[config.mk]
export PLATFORM = sky130hd
export DESIGN_NAME = ivf_frame_streamer
export DESIGN_NICKNAME = d
export VERILOG_FILES = /design/src/rtl/ivf_frame_streamer.sv
export SDC_FILE = /design/constraint.sdc
export NUM_CORES = 1
export LEC_CHECK = 0
export CORE_UTILIZATION = 59
export DETAILED_ROUTE_END_ITERATION = 8
export DONT_BUFFER_PORTS = 1
export PLACE_DENSITY = 0.78
export SYNTH_ARGS = -nofsm -noshare
export SYNTH_HDL_FRONTEND = slang
export SYNTH_SLANG_ARGS = --single-unit
[constraint.sdc]
create_clock -name clk -period 5.05 [get_ports clk]
set_input_delay 1.515 -clock clk [delete_from_list [all_inputs] [get_ports clk]]
set_output_delay 1.515 -clock clk [all_outputs]
set_load 0.01 [all_outputs]
[src/rtl/ivf_frame_streamer.sv]
// IVF container streamer: walks an IVF image held in byte memory, parses the
// 32-byte file header and each 12-byte frame header, and streams frame payload
// bytes to the decoder through a 2-entry output buffer with valid/ready.
module ivf_frame_streamer #(
    parameter int ADDR_W          = 16,
    parameter int MAX_FRAME_BYTES = 65535,
    parameter int FRAME_IDX_W     = 8
) (
    input  logic                   clk,
    input  logic                   rst,
    input  logic                   start,
    input  logic [ADDR_W-1:0]      mem_size,
    output logic                   mem_rd_en,
    output logic [ADDR_W-1:0]      mem_addr,
    input  logic [7:0]             mem_rdata,
    output logic [7:0]             out_data,
    output logic                   out_valid,
    input  logic                   out_ready,
    output logic                   out_sof,
    output logic                   out_eof,
    output logic [FRAME_IDX_W-1:0] out_frame_idx,
    output logic [31:0]            frame_size,
    output logic [15:0]            pic_width,
    output logic [15:0]            pic_height,
    output logic [31:0]            num_frames,
    output logic                   busy,
    output logic                   done,
    output logic [1:0]             error
);

    typedef enum logic [2:0] {
        S_IDLE,
        S_FILE_HDR,
        S_FRM_HDR,
        S_PAYLOAD,
        S_DONE,
        S_ERR
    } state_t;

    localparam logic [1:0] E_SIG   = 2'd1;
    localparam logic [1:0] E_SIZE  = 2'd2;
    localparam logic [1:0] E_TRUNC = 2'd3;

    // Expected file signature "DKIF", one character per header byte 0..3.
    function automatic logic [7:0] sig_byte(input logic [1:0] idx);
        case (idx)
            2'd0:    sig_byte = 8'h44;
            2'd1:    sig_byte = 8'h4B;
            2'd2:    sig_byte = 8'h49;
            default: sig_byte = 8'h46;
        endcase
    endfunction

    state_t                 state_q, state_d;
    logic [ADDR_W-1:0]      addr_q, addr_d;
    logic [ADDR_W-1:0]      msize_q, msize_d;
    logic [5:0]             hcnt_q, hcnt_d;       // header bytes requested
    logic [5:0]             rcnt_q, rcnt_d;       // header bytes returned
    logic                   rvld_q;               // a read was issued last cycle
    logic                   sig_ok_q, sig_ok_d;
    logic [31:0]            fsize_q, fsize_d;
    logic [15:0]            picw_q, picw_d;
    logic [15:0]            pich_q, pich_d;
    logic [31:0]            nfr_q, nfr_d;
    logic [1:0]             err_q, err_d;
    logic [FRAME_IDX_W-1:0] fidx_q, fidx_d;
    logic [31:0]            fcnt_q, fcnt_d;       // frames completed this run
    logic [31:0]            iss_left_q, iss_left_d;
    logic [31:0]            emit_left_q, emit_left_d;
    logic                   first_q, first_d;
    logic                   wr_ptr_q, wr_ptr_d;
    logic                   rd_ptr_q, rd_ptr_d;
    logic [1:0]             occ_q, occ_d;
    logic [7:0]             fifo_q [2];

    logic                   rd_en;
    logic                   push;
    logic                   pop;
    logic [2:0]             occ_next;
    logic [5:0]             hdr_len;
    logic [32:0]            end_addr;

    assign out_valid     = (occ_q != 2'd0);
    assign out_data      = out_valid ? fifo_q[rd_ptr_q] : 8'd0;
    assign out_sof       = out_valid && first_q;
    assign out_eof       = out_valid && (emit_left_q == 32'd1);
    assign out_frame_idx = fidx_q;
    assign frame_size    = fsize_q;
    assign pic_width     = picw_q;
    assign pic_height    = pich_q;
    assign num_frames    = nfr_q;
    assign busy          = (state_q == S_FILE_HDR) || (state_q == S_FRM_HDR) ||
                           (state_q == S_PAYLOAD);
    assign done          = (state_q == S_DONE);
    assign error         = err_q;
    assign mem_rd_en     = rd_en;
    assign mem_addr      = rd_en ? addr_q : '0;

    // Next-state, header parsing, read issue and output-buffer bookkeeping.
    always_comb begin
        state_d     = state_q;
        addr_d      = addr_q;
        msize_d     = msize_q;
        hcnt_d      = hcnt_q;
        rcnt_d      = rcnt_q;
        sig_ok_d    = sig_ok_q;
        fsize_d     = fsize_q;
        picw_d      = picw_q;
        pich_d      = pich_q;
        nfr_d       = nfr_q;
        err_d       = err_q;
        fidx_d      = fidx_q;
        fcnt_d      = fcnt_q;
        iss_left_d  = iss_left_q;
        emit_left_d = emit_left_q;
        first_d     = first_q;
        wr_ptr_d    = wr_ptr_q;
        rd_ptr_d    = rd_ptr_q;
        occ_d       = occ_q;
        rd_en       = 1'b0;
        push        = 1'b0;
        pop         = out_valid && out_ready;
        occ_next    = 3'd0;
        hdr_len     = (state_q == S_FILE_HDR) ? 6'd32 : 6'd12;
        end_addr    = 33'(addr_q) + 33'(fsize_q);

        case (state_q)
            S_IDLE, S_DONE, S_ERR: begin
                if (start) begin
                    state_d  = S_FILE_HDR;
                    addr_d   = '0;
                    msize_d  = mem_size;
                    hcnt_d   = 6'd0;
                    rcnt_d   = 6'd0;
                    sig_ok_d = 1'b1;
                    err_d    = 2'd0;
                    fidx_d   = '0;
                    fcnt_d   = 32'd0;
                end
            end

            S_FILE_HDR, S_FRM_HDR: begin
                // Request header bytes back to back; running out of memory
                // exactly at a frame boundary is the clean end of the file.
                if (hcnt_q < hdr_len) begin
                    if (addr_q < msize_q) begin
                        rd_en  = 1'b1;
                        addr_d = addr_q + 1'b1;
                        hcnt_d = hcnt_q + 6'd1;
                    end else if (state_q == S_FRM_HDR && hcnt_q == 6'd0) begin
                        state_d = S_DONE;
                    end else begin
                        state_d = S_ERR;
                        err_d   = E_TRUNC;
                    end
                end
                if (rvld_q) begin
                    rcnt_d = rcnt_q + 6'd1;
                    if (state_q == S_FILE_HDR) begin
                        case (rcnt_q)
                            6'd0, 6'd1, 6'd2:
                                sig_ok_d = sig_ok_q && (mem_rdata == sig_byte(rcnt_q[1:0]));
                            6'd3:
                                if (!sig_ok_q || mem_rdata != sig_byte(2'd3)) begin
                                    state_d = S_ERR;
                                    err_d   = E_SIG;
                                end
                            6'd12: picw_d[7:0]  = mem_rdata;
                            6'd13: picw_d[15:8] = mem_rdata;
                            6'd14: pich_d[7:0]  = mem_rdata;
                            6'd15: pich_d[15:8] = mem_rdata;
                            6'd24, 6'd25, 6'd26, 6'd27:
                                nfr_d[{rcnt_q[1:0], 3'b000} +: 8] = mem_rdata;
                            6'd31: begin
                                state_d = S_FRM_HDR;
                                hcnt_d  = 6'd0;
                                rcnt_d  = 6'd0;
                            end
                            default: ;
                        endcase
                    end else begin
                        if (rcnt_q < 6'd4) begin
                            fsize_d[{rcnt_q[1:0], 3'b000} +: 8] = mem_rdata;
                        end
                        // Last pts byte: all of the size field is in fsize_q
                        // and addr_q already points at the first payload byte.
                        if (rcnt_q == 6'd11) begin
                            if (fsize_q == 32'd0 || fsize_q > 32'(MAX_FRAME_BYTES)) begin
                                state_d = S_ERR;
                                err_d   = E_SIZE;
                            end else if (end_addr > 33'(msize_q)) begin
                                state_d = S_ERR;
                                err_d   = E_TRUNC;
                            end else begin
                                state_d     = S_PAYLOAD;
                                iss_left_d  = fsize_q;
                                emit_left_d = fsize_q;
                                first_d     = 1'b1;
                            end
                        end
                    end
                end
            end

            S_PAYLOAD: begin
                // Occupancy is judged after this cycle's push and pop so that
                // a steady ready consumer sees one byte every cycle.
                push     = rvld_q;
                occ_next = 3'(occ_q) + 3'(push) - 3'(pop);
                occ_d    = occ_next[1:0];
                if (push) wr_ptr_d = ~wr_ptr_q;
                if (pop)  rd_ptr_d = ~rd_ptr_q;
                if (iss_left_q != 32'd0 && occ_next < 3'd2) begin
                    rd_en      = 1'b1;
                    addr_d     = addr_q + 1'b1;
                    iss_left_d = iss_left_q - 32'd1;
                end
                if (pop) begin
                    first_d     = 1'b0;
                    emit_left_d = emit_left_q - 32'd1;
                    if (emit_left_q == 32'd1) begin
                        fidx_d = fidx_q + 1'b1;
                        fcnt_d = fcnt_q + 32'd1;
                        if (nfr_q != 32'd0 && fcnt_q + 32'd1 == nfr_q) begin
                            state_d = S_DONE;
                        end else begin
                            state_d = S_FRM_HDR;
                            hcnt_d  = 6'd0;
                            rcnt_d  = 6'd0;
                        end
                    end
                end
            end

            default: state_d = S_IDLE;
        endcase

        // Entering ERR discards anything still buffered.
        if (state_d == S_ERR) begin
            occ_d    = 2'd0;
            wr_ptr_d = 1'b0;
            rd_ptr_d = 1'b0;
        end
    end

    // Control and status registers with synchronous reset.
    always_ff @(posedge clk) begin
        if (rst) begin
            state_q     <= S_IDLE;
            addr_q      <= '0;
            msize_q     <= '0;
            hcnt_q      <= 6'd0;
            rcnt_q      <= 6'd0;
            rvld_q      <= 1'b0;
            sig_ok_q    <= 1'b0;
            fsize_q     <= 32'd0;
            picw_q      <= 16'd0;
            pich_q      <= 16'd0;
            nfr_q       <= 32'd0;
            err_q       <= 2'd0;
            fidx_q      <= '0;
            fcnt_q      <= 32'd0;
            iss_left_q  <= 32'd0;
            emit_left_q <= 32'd0;
            first_q     <= 1'b0;
            wr_ptr_q    <= 1'b0;
            rd_ptr_q    <= 1'b0;
            occ_q       <= 2'd0;
        end else begin
            state_q     <= state_d;
            addr_q      <= addr_d;
            msize_q     <= msize_d;
            hcnt_q      <= hcnt_d;
            rcnt_q      <= rcnt_d;
            rvld_q      <= rd_en;
            sig_ok_q    <= sig_ok_d;
            fsize_q     <= fsize_d;
            picw_q      <= picw_d;
            pich_q      <= pich_d;
            nfr_q       <= nfr_d;
            err_q       <= err_d;
            fidx_q      <= fidx_d;
            fcnt_q      <= fcnt_d;
            iss_left_q  <= iss_left_d;
            emit_left_q <= emit_left_d;
            first_q     <= first_d;
            wr_ptr_q    <= wr_ptr_d;
            rd_ptr_q    <= rd_ptr_d;
            occ_q       <= occ_d;
        end
    end

    // Output buffer storage; occupancy alone decides what is valid.
    always_ff @(posedge clk) begin
        if (push) begin
            fifo_q[wr_ptr_q] <= mem_rdata;
        end
    end

endmodule

# [Word-level counts from Yosys, hierarchy flattened]
# Memory sizes are Yosys's and may differ from the RTL's. A register that Yosys moved wholly into a read port is not among the register bits.
# Cells that the tools add are included.
[totals] reg_bits=256 mem_bits_ro=0 mem_bits_rw=16 output_inout_bits=136 memories=1 input_bits=28 latch_bits=0
[mem_list] name="fifo_q" depth=2 word_bits=8 read_ports=1 rd_clocked_by_memory_dff=1 write_ports=1 line_no="74" source="logic [7:0] fifo_q [2];"
[op_classes] n_shift=2 n_bitwise=3 n_mul=0 addsub=11 n_lt_le_gt_ge=6 reduce_logical=46 div_mod_pow=0 mux=94 eq_ne=39
[ops] operator="32-bit 2-to-1 mux" count=10
[ops] operator="32-bit case mux with 2 select lines" count=3
[ops] operator="16-bit 2-to-1 mux" count=5
[ops] operator="6-bit 2-to-1 mux" count=13
[ops] operator="32-bit bitwise mux" count=2
[ops] operator="8-bit 2-to-1 mux" count=8
[ops] operator="32-bit nonzero test" count=2
[ops] operator="32-bit by 1-bit subtractor with 32-bit output (second input constant)" count=2
[ops] operator="16-bit case mux with 3 select lines" count=1
[ops] operator="3-bit 2-to-1 mux" count=12
[ops] operator="6-bit case mux with 3 select lines" count=2
[ops] operator="16-bit by 32-bit adder with 33-bit output" count=1
[ops] operator="33-bit by 16-bit greater-than comparator with 1-bit output" count=1
[ops] operator="32-bit by 1-bit adder with 32-bit output (second input constant)" count=1
[ops] operator="32-bit by 1-bit equality test with 1-bit output (second input constant)" count=1
[ops] operator="32-bit equality test" count=1
[ops] operator="32-bit by 16-bit greater-than comparator with 1-bit output (second input constant)" count=1
[ops] operator="32-bit zero test" count=1
[ops] operator="8-bit by 7-bit variable shift with 32-bit output (first input constant)" count=1
[ops] operator="8-bit by 7-bit indexed part select with 32-bit output" count=1
[ops] operator="6-bit by 4-bit equality test with 1-bit output (second input constant)" count=5
[ops] operator="6-bit by 5-bit equality test with 1-bit output (second input constant)" count=5
[ops] operator="4-bit AND reduction" count=7
[ops] operator="2-bit 2-to-1 mux" count=11
[ops] operator="other kinds (44)" count=104

# [Logic depth before layout (Yosys ltp)]
# Gate-level depths: netlist of the first run.
[depth] depth_word=13 mapped_depth=22

# [Worst setup path after synthesis of the first run]
# OpenSTA, ideal clock, no wires.
[synth_timing] path_kind="input to output" start="input port out_ready" end="output port mem_addr[10]" arrival_time_ps=3832 path_slack_ps=-297 cell_stages=13 path_cell_list="nand2_1 > inv_1 > ha_1 > inv_1 > ha_1 > inv_1 > fa_1 > o311a_1 > nand2_1 > and2_1 > inv_1 > clkbuf_1 > and2_1"
[synth_between] elab_chain_len=7
[synth_rtl] element="from (decl)" line_no="18" source="input logic out_ready,"
[synth_rtl] element="1-bit logical AND" line_no="122" source="pop = out_valid && out_ready;"
[synth_rtl] element="3-bit by 1-bit subtractor with 3-bit output" line_no="209" source="occ_next = 3'(occ_q) + 3'(push) - 3'(pop);"
[synth_rtl] element="3-bit by 2-bit less-than comparator with 1-bit output" line_no="213" source="if (iss_left_q != 32'd0 && occ_next < 3'd2) begin"
[synth_rtl] element="1-bit logical AND" line_no="213"
[synth_rtl] element="1-bit 2-to-1 mux" line_no="213"
[synth_rtl] element="1-bit case mux with 2 select lines" line_no="127" source="case (state_q)"
[synth_rtl] element="via mem_rd_en" line_no="13" source="output logic mem_rd_en,"
[synth_rtl] element="16-bit 2-to-1 mux" line_no="97" source="assign mem_addr = rd_en ? addr_q : '0;"
[synth_rtl] element="to (decl)" line_no="14" source="output logic [ADDR_W-1:0] mem_addr,"
# The timed path passes the listed nets, and every way through them passes these cells.

# [Worst setup path in the final report of the first run]
[layout_timing] start="input port out_ready" end="output port mem_addr[0]"
[layout_between] elab_chain_len=7
[layout_rtl] element="1-bit logical AND" line_no="122"
[layout_rtl] element="3-bit by 1-bit subtractor with 3-bit output" line_no="209"
[layout_rtl] element="3-bit by 2-bit less-than comparator with 1-bit output" line_no="213"
[layout_rtl] element="1-bit logical AND" line_no="213"
[layout_rtl] element="1-bit 2-to-1 mux" line_no="213"
[layout_rtl] element="1-bit case mux with 2 select lines" line_no="127"
[layout_rtl] element="16-bit 2-to-1 mux" line_no="97"
# No other way between the ends.

==> metrics.yaml, run 1 <==
totalWireLength_um: 53500
yosysSeqAreaShare_pct: 34.4
finalCriticalPeriod_ns: 4.95
yosys.area.top_type: "dfxtp_1"
grt_pass1_wl_um: 83500
netlist_top_cells_area: "dfxtp_1 31%, a21oi_1 7.8%, nor2_1 7.0%"
post-route-util_pct: 65.2
r2r_start: "addr_q[1]"
die-area_um2: 28400
yosys_warnings: 0
cp-start-kind: "primary input"
antenna_found_initial: 0
clock_skew_ns: 0.0168
dp.cells: 2443
hold_class: "reg2reg"
grt_max_degree: 208
async_flop_share_pct: 0
ys_ff_latch: 273
drv_slew: 0
die_w_um: 169
rsz0062_at_grt: "yes"
synth_top_area_share_pct: 31.5
synthTopCellsByCount: "307 x nor2_1, 257 x dfxtp_1, 254 x a21oi_1"
required_ns: 3.54
vdd_drop_max_uv: 292
final_antenna_net_count: 0
vias_per_cell: 6.60
initial_core_util_pct: 60.4
slew_headroom_pct: 36.6
die_y_um: 169
clk_latency_ns: 0.57
clkSinkCount: 273
cp-startpoint: "out_ready"
port_buffers: 0
first_iter_violations: 2047
p_total_uw: 4480
coreArea_um2: 27100
htree_num_levels: 1
outcome: "completed"
drt_pass1_iterations: 6
grt_usage_pct: 36.9
wl_per_cell_um: 21.5
clock-root-buffer: "clkbuf_16"
power_density_nw_per_um2: 253
cp-end-kind: "primary output"
hold_viol: 0
critPathMaxFanout: 16
yosysMostFrequentCell: "nor2_1"
stdcell_count: 2493
cp_cell_sequence: "nand2_4 -> inv_2 -> ha_1 -> inv_1 -> ha_1 -> inv_1 -> fa_1 -> xnor2_1 -> o311a_1 -> nand2_2 -> and2_4 -> inv_6 -> and2_1"
maxCapViolations: 0
crit_arrival_ns: 3.44
clock.fmax_mhz: 202
synth_edf_count: 16
post-cts-setup-buffers: 0
grt_overflow: 0
min-delay-start: "msize_q[13]"
tightest_slew_ns: 0.949
p_leak_uw: 0.00656
synth_cells: 2143
place_congestion: 1.03
drc: 0
clockBufferDepth: 3
path_clk_slew_ns: 0.06
cpMaxStageDelayCell: "fa_1"
setup_violations: 0
criticalPathCategory: "in2out"
dp.final_hpwl_um: 38500
slowest_delay_ns: 0.40
fin_crit_sh_pct: 98.0
yosysUniqueCellTypes: 101
syn_area_um2: 16400
synth_flop_cell: "dfxtp_1"
syn_nets: 2236
diodes: 0
grt_pass1_vias: 15025
cts_tree: "built"
synthToLayoutAreaGrowth_pct: 8.04
ioPinCount: 164
row_count: 60
via_count: 16447
cts-buffers-inserted: 29
fillers: 2406
fin_nets: 2195
syn_avg_cell_area_um2: 7.63
drive_above_1_share_pct: 8.11
worst max-delay path, delay by kind of cell:
family                     cells  cell delay, ns
AOI/OAI and AO/OA              1            0.22
xor gates and xnor gates       1            0.15
buffers and inverters          4            0.27
and+or+nand+nor                4            0.50
adders and majority gates      3            0.79
per-stage QoR:
step / worst slack (ns) / cell area (µm²) / hold slack (ns) / TNS (ns)
after CTS: 0.0602 / 17700 / 0.451 / 0
after floorplan: 0.0121 / 16400 / 0.436 / 0
after global placement: 0.104 / 16700 / 0.439 / 0
final: 0.0996 / 17700 / 0.451 / 0
after global routing: -0.0114 / 17700 / 0.473 / -0.0396
after detailed placement: 0.0768 / 16700 / 0.443 / 0
sequential cells by signal, summed over array words and instances (netlist names), 2 cells and up, named ones only:
| register | flops |
|---|---|
| emit_left_q | 32 |
| fcnt_q | 32 |
| frame_size | 32 |
| iss_left_q | 32 |
| num_frames | 32 |
| addr_q | 16 |
| fifo_q | 16 |
| msize_q | 16 |
| pic_height | 16 |
| pic_width | 16 |
| out_frame_idx | 8 |
| hcnt_q | 6 |
| rcnt_q | 6 |
| state_q | 3 |
| error | 2 |
| occ_q | 2 |
routing by layer:
layer	wire (µm)	up-vias	global-route usage, %
met5	0	-	0
met4	2150	0	14.2
met3	5990	154	9.26
met2	23600	882	58.2
met1	21700	7784	48.4
li1	-	7627	-
logic make-up (layout without fill, tap and decap cells):
group | count (synthesis) | after routing | share of synthesized area [%]
and+or+nand+nor | 937 | 937 | 28.2
AOI/OAI and AO/OA | 578 | 578 | 21.9
DFF | 273 | 273 | 34.4
buffers and inverters | 189 | 167 | 4.85
xor gates and xnor gates | 81 | 81 | 4.34
adders and majority gates | 65 | 65 | 5.06
muxes | 20 | 20 | 1.24
final timing paths:
kind	slack, ns	depth (start not counted)	end
max	0.1	13	mem_addr[0]
min	0.45	2	msize_q[13]
max reg2reg	0.29	20	emit_left_q[18]
min reg2reg	0.45	2	msize_q[13]
cell type report:
class / instances / area, µm² / share of cell area, %
multi-input combinational: 1681 / 10000 / 56.6
sequential: 273 / 5630 / 31.8
clock buffer: 42 / 825 / 4.67
tap: 372 / 465 / 2.63
timing repair buffer: 59 / 443 / 2.51
inverter: 58 / 223 / 1.26
clock inverter: 8 / 85.1 / 0.481
timing repair:
action                     4_1_cts  5_1_grt
hold buffers                     0        0
setup endpoints to repair        0       66
resized for setup                0        5
cells in the final DEF, fill, tap and decap left out, types with 40 or more instances in the layout:
master / netlist / final
a21oi_1: 254 / 254
buf_4: 4 / 59
dfxtp_1: 257 / 257
ha_1: 63 / 63
inv_1: 58 / 56
nand2_1: 242 / 239
nand3_1: 72 / 72
nand4_1: 40 / 40
nor2_1: 307 / 307
nor3_1: 63 / 63
o21ai_0: 87 / 87
xnor2_1: 40 / 40
xor2_1: 41 / 41
where the power goes:
group / leakage [µW] / internal [µW] / switching [µW]
Combinational: 0.00390 / 67.0 / 142
Clock: 0.000443 / 1180 / 889
Sequential: 0.00222 / 2190 / 10.4
Total: 0.00656 / 3430 / 1040
Note: power is estimated with default switching activity, not from simulation.
==> inputs of run 2 (changes only) <==
Settings changed: CORE_MARGIN set to 4.
==> metrics.yaml, run 2 (synthesis gave the netlist of run 1 again) <==
maxCapViolations: 0  # unchanged
first_iter_violations: 1860  # was 2,047
min-delay-start: "msize_q[14]"  # was msize_q[13]
criticalPathCategory: "in2out"  # unchanged
path_clk_slew_ns: 0.06  # about the same
cp_cell_sequence: "nand2_4 -> inv_2 -> ha_1 -> inv_1 -> ha_1 -> inv_1 -> fa_1 -> xnor2_1 -> o311a_1 -> nand2_2 -> and2_4 -> inv_6 -> and2_1"  # unchanged
p_leak_uw: 0.00656  # about the same
reg2reg_to: "emit_left_q[16]"  # was emit_left_q[18]
crit_arrival_ns: 3.45  # was 3.44 ns
power_density_nw_per_um2: 256  # was 253 nW/µm²
grt_usage_pct: 33.7  # was 36.9%
clock-root-buffer: "clkbuf_16"  # unchanged
grt_pass1_vias: 15154  # was 15.0k
die-area_um2: 30500  # was 28,400 µm²
dp.final_hpwl_um: 38900  # was 38,500 µm
drv_slew: 0  # unchanged
antenna_found_initial: 0  # unchanged
fin_nets: 2192  # was 2,195
rsz0062_at_grt: "yes"  # unchanged
initial_core_util_pct: 60.4  # unchanged
fin_crit_sh_pct: 98.3  # was 98.0%
cpMaxStageDelayCell: "fa_1"  # unchanged
die_y_um: 175  # was 169 µm
coreArea_um2: 27100  # unchanged
final_antenna_net_count: 0  # unchanged
vias_per_cell: 6.59  # was 6.60
critPathMaxFanout: 16  # unchanged
slowest_delay_ns: 0.40  # about the same
hold_viol: 0  # unchanged
vdd_drop_max_uv: 303  # was 292 µV
grt_pass1_wl_um: 83800  # was 83,500 µm
p_total_uw: 4540  # was 4480 µW
totalWireLength_um: 54100  # was 53,500 µm
reg2reg_slack_ns: 0.27  # was 0.29 ns
htree_num_levels: 1  # unchanged
via_count: 16425  # about the same
grt_overflow: 0  # unchanged
cp-start-kind: "primary input"  # unchanged
clock_skew_ns: 0.0267  # was 0.0168 ns
place_congestion: 0.983  # was 1.03
grt_max_degree: 208  # unchanged
min_to: "msize_q[14]"  # was msize_q[13]
cp-end-kind: "primary output"  # unchanged
ff2ff_path_depth: 21  # was 20
clkSinkCount: 273  # unchanged
clock.fmax_mhz: 201  # was 202 MHz
stdcell_count: 2494  # was 2,493
dp.cells: 2439  # was 2,443
die_w_um: 175  # was 169 µm
r2r_start: "frame_size[0]"  # was addr_q[1]
row_count: 60  # unchanged
wl_per_cell_um: 21.7  # was 21.5 µm
mostFrequentLayoutCells: "307 x nor2_1, 257 x dfxtp_1, 252 x a21oi_1"  # was 307 x nor2_1, 257 x dfxtp_1, 254 x a21oi_1
final_common_cell: "nor2_1"  # unchanged
cts_tree: "built"  # unchanged
setup_violations: 0  # unchanged
clk_latency_ns: 0.58  # was 0.57 ns
clockBufferDepth: 3  # unchanged
slew_headroom_pct: 30.2  # was 36.6%
diodes: 0  # unchanged
required_ns: 3.54  # about the same
tightest_slew_ns: 1.04  # was 0.949 ns
fillers: 2364  # was 2,406
drive_above_1_share_pct: 8.11  # about the same
hold_class: "reg2reg"  # unchanged
port_buffers: 0  # unchanged
synthToLayoutAreaGrowth_pct: 8.25  # was 8.04%
tns_ns: 0  # unchanged
ioPinCount: 164  # unchanged
cts-buffers-inserted: 30  # was 29
drc: 0  # unchanged
hold_buffers: 0  # unchanged
whs_path_depth: 2  # unchanged
drt_pass1_iterations: 6  # unchanged
outcome: "completed"  # unchanged
finalCriticalPeriod_ns: 4.96  # was 4.95 ns
run 2: changes by cell type in the layout (fill, tap and decap cells not counted), moves of 2 or more:
cell,previous run,this run
a21oi_1,254,252
clkinv_4,0,2
a21oi_2,2,4
buf_4,59,55
clkbuf_8,5,7
run 2: cell type report:
type / instances / area [µm²] / share of cell area (%)
well taps: 372 / 465 / 2.63
clock buffers: 46 / 881 / 4.97
inverters: 58 / 223 / 1.26
multi-input cells: 1681 / 10000 / 56.6
clock inverters: 9 / 82.6 / 0.466
flip-flops and latches: 273 / 5630 / 31.8
repair buffers: 55 / 413 / 2.33
run 2: timing repair:
item,CTS,global route
gates resized for setup,1,5
endpoints found under the setup margin,15,46
buffers inserted,0,0
pin swaps,0,0
run 2: worst max-delay path: cells and delay by family:
kind                     cells  cell delay [ns]
XOR/XNOR                     1             0.15
AND/OR/NAND/NOR              4             0.53
adder cells (fa/ha/maj)      3             0.78
AO/OA/AOI/OAI                1             0.21
buffers and inverters        4             0.26
run 2: worst max path at each step:
| stage | slack, ns | startpoint | to | cells after the start |
|---|---|---|---|---|
| detailed placement | 0.07 | out_ready | mem_addr[2] | 13 |
| finish | 0.09 | out_ready | mem_addr[2] | 13 |
| CTS | 0.05 | out_ready | mem_addr[2] | 13 |
| global placement | 0.07 | out_ready | mem_addr[4] | 13 |
| global route | -0.003 | out_ready | mem_addr[2] | 13 |
| floorplan | 0.01 | out_ready | mem_addr[10] | 13 |
run 2: routing by layer:
metal  up-vias  GRT usage [%]  part of all wire (%)
li1       7620              -                     -
met2       876           52.7                    44
met1      7743           44.4                    41
met4         0           13.9                   4.8
met5         -              0                     0
met3       186           8.83                    11
run 2: report_power, final:
group | switching (µW) | internal [µW]
clock | 931 | 1210
combinational | 141 | 66.2
sequential | 10.4 | 2190
run 2: metrics by stage:
step | hold slack (ns) | util, % | setup WS (ns) | cell area (µm²)
floorplan | 0.436 | - | 0.0121 | 16400
global route | 0.471 | 65.3 | -0.00332 | 17700
CTS | 0.451 | 65.3 | 0.0513 | 17700
finish | 0.452 | 65.3 | 0.0852 | 17700
global placement | 0.437 | 61.7 | 0.0701 | 16700
detailed placement | 0.443 | 61.7 | 0.0668 | 16700
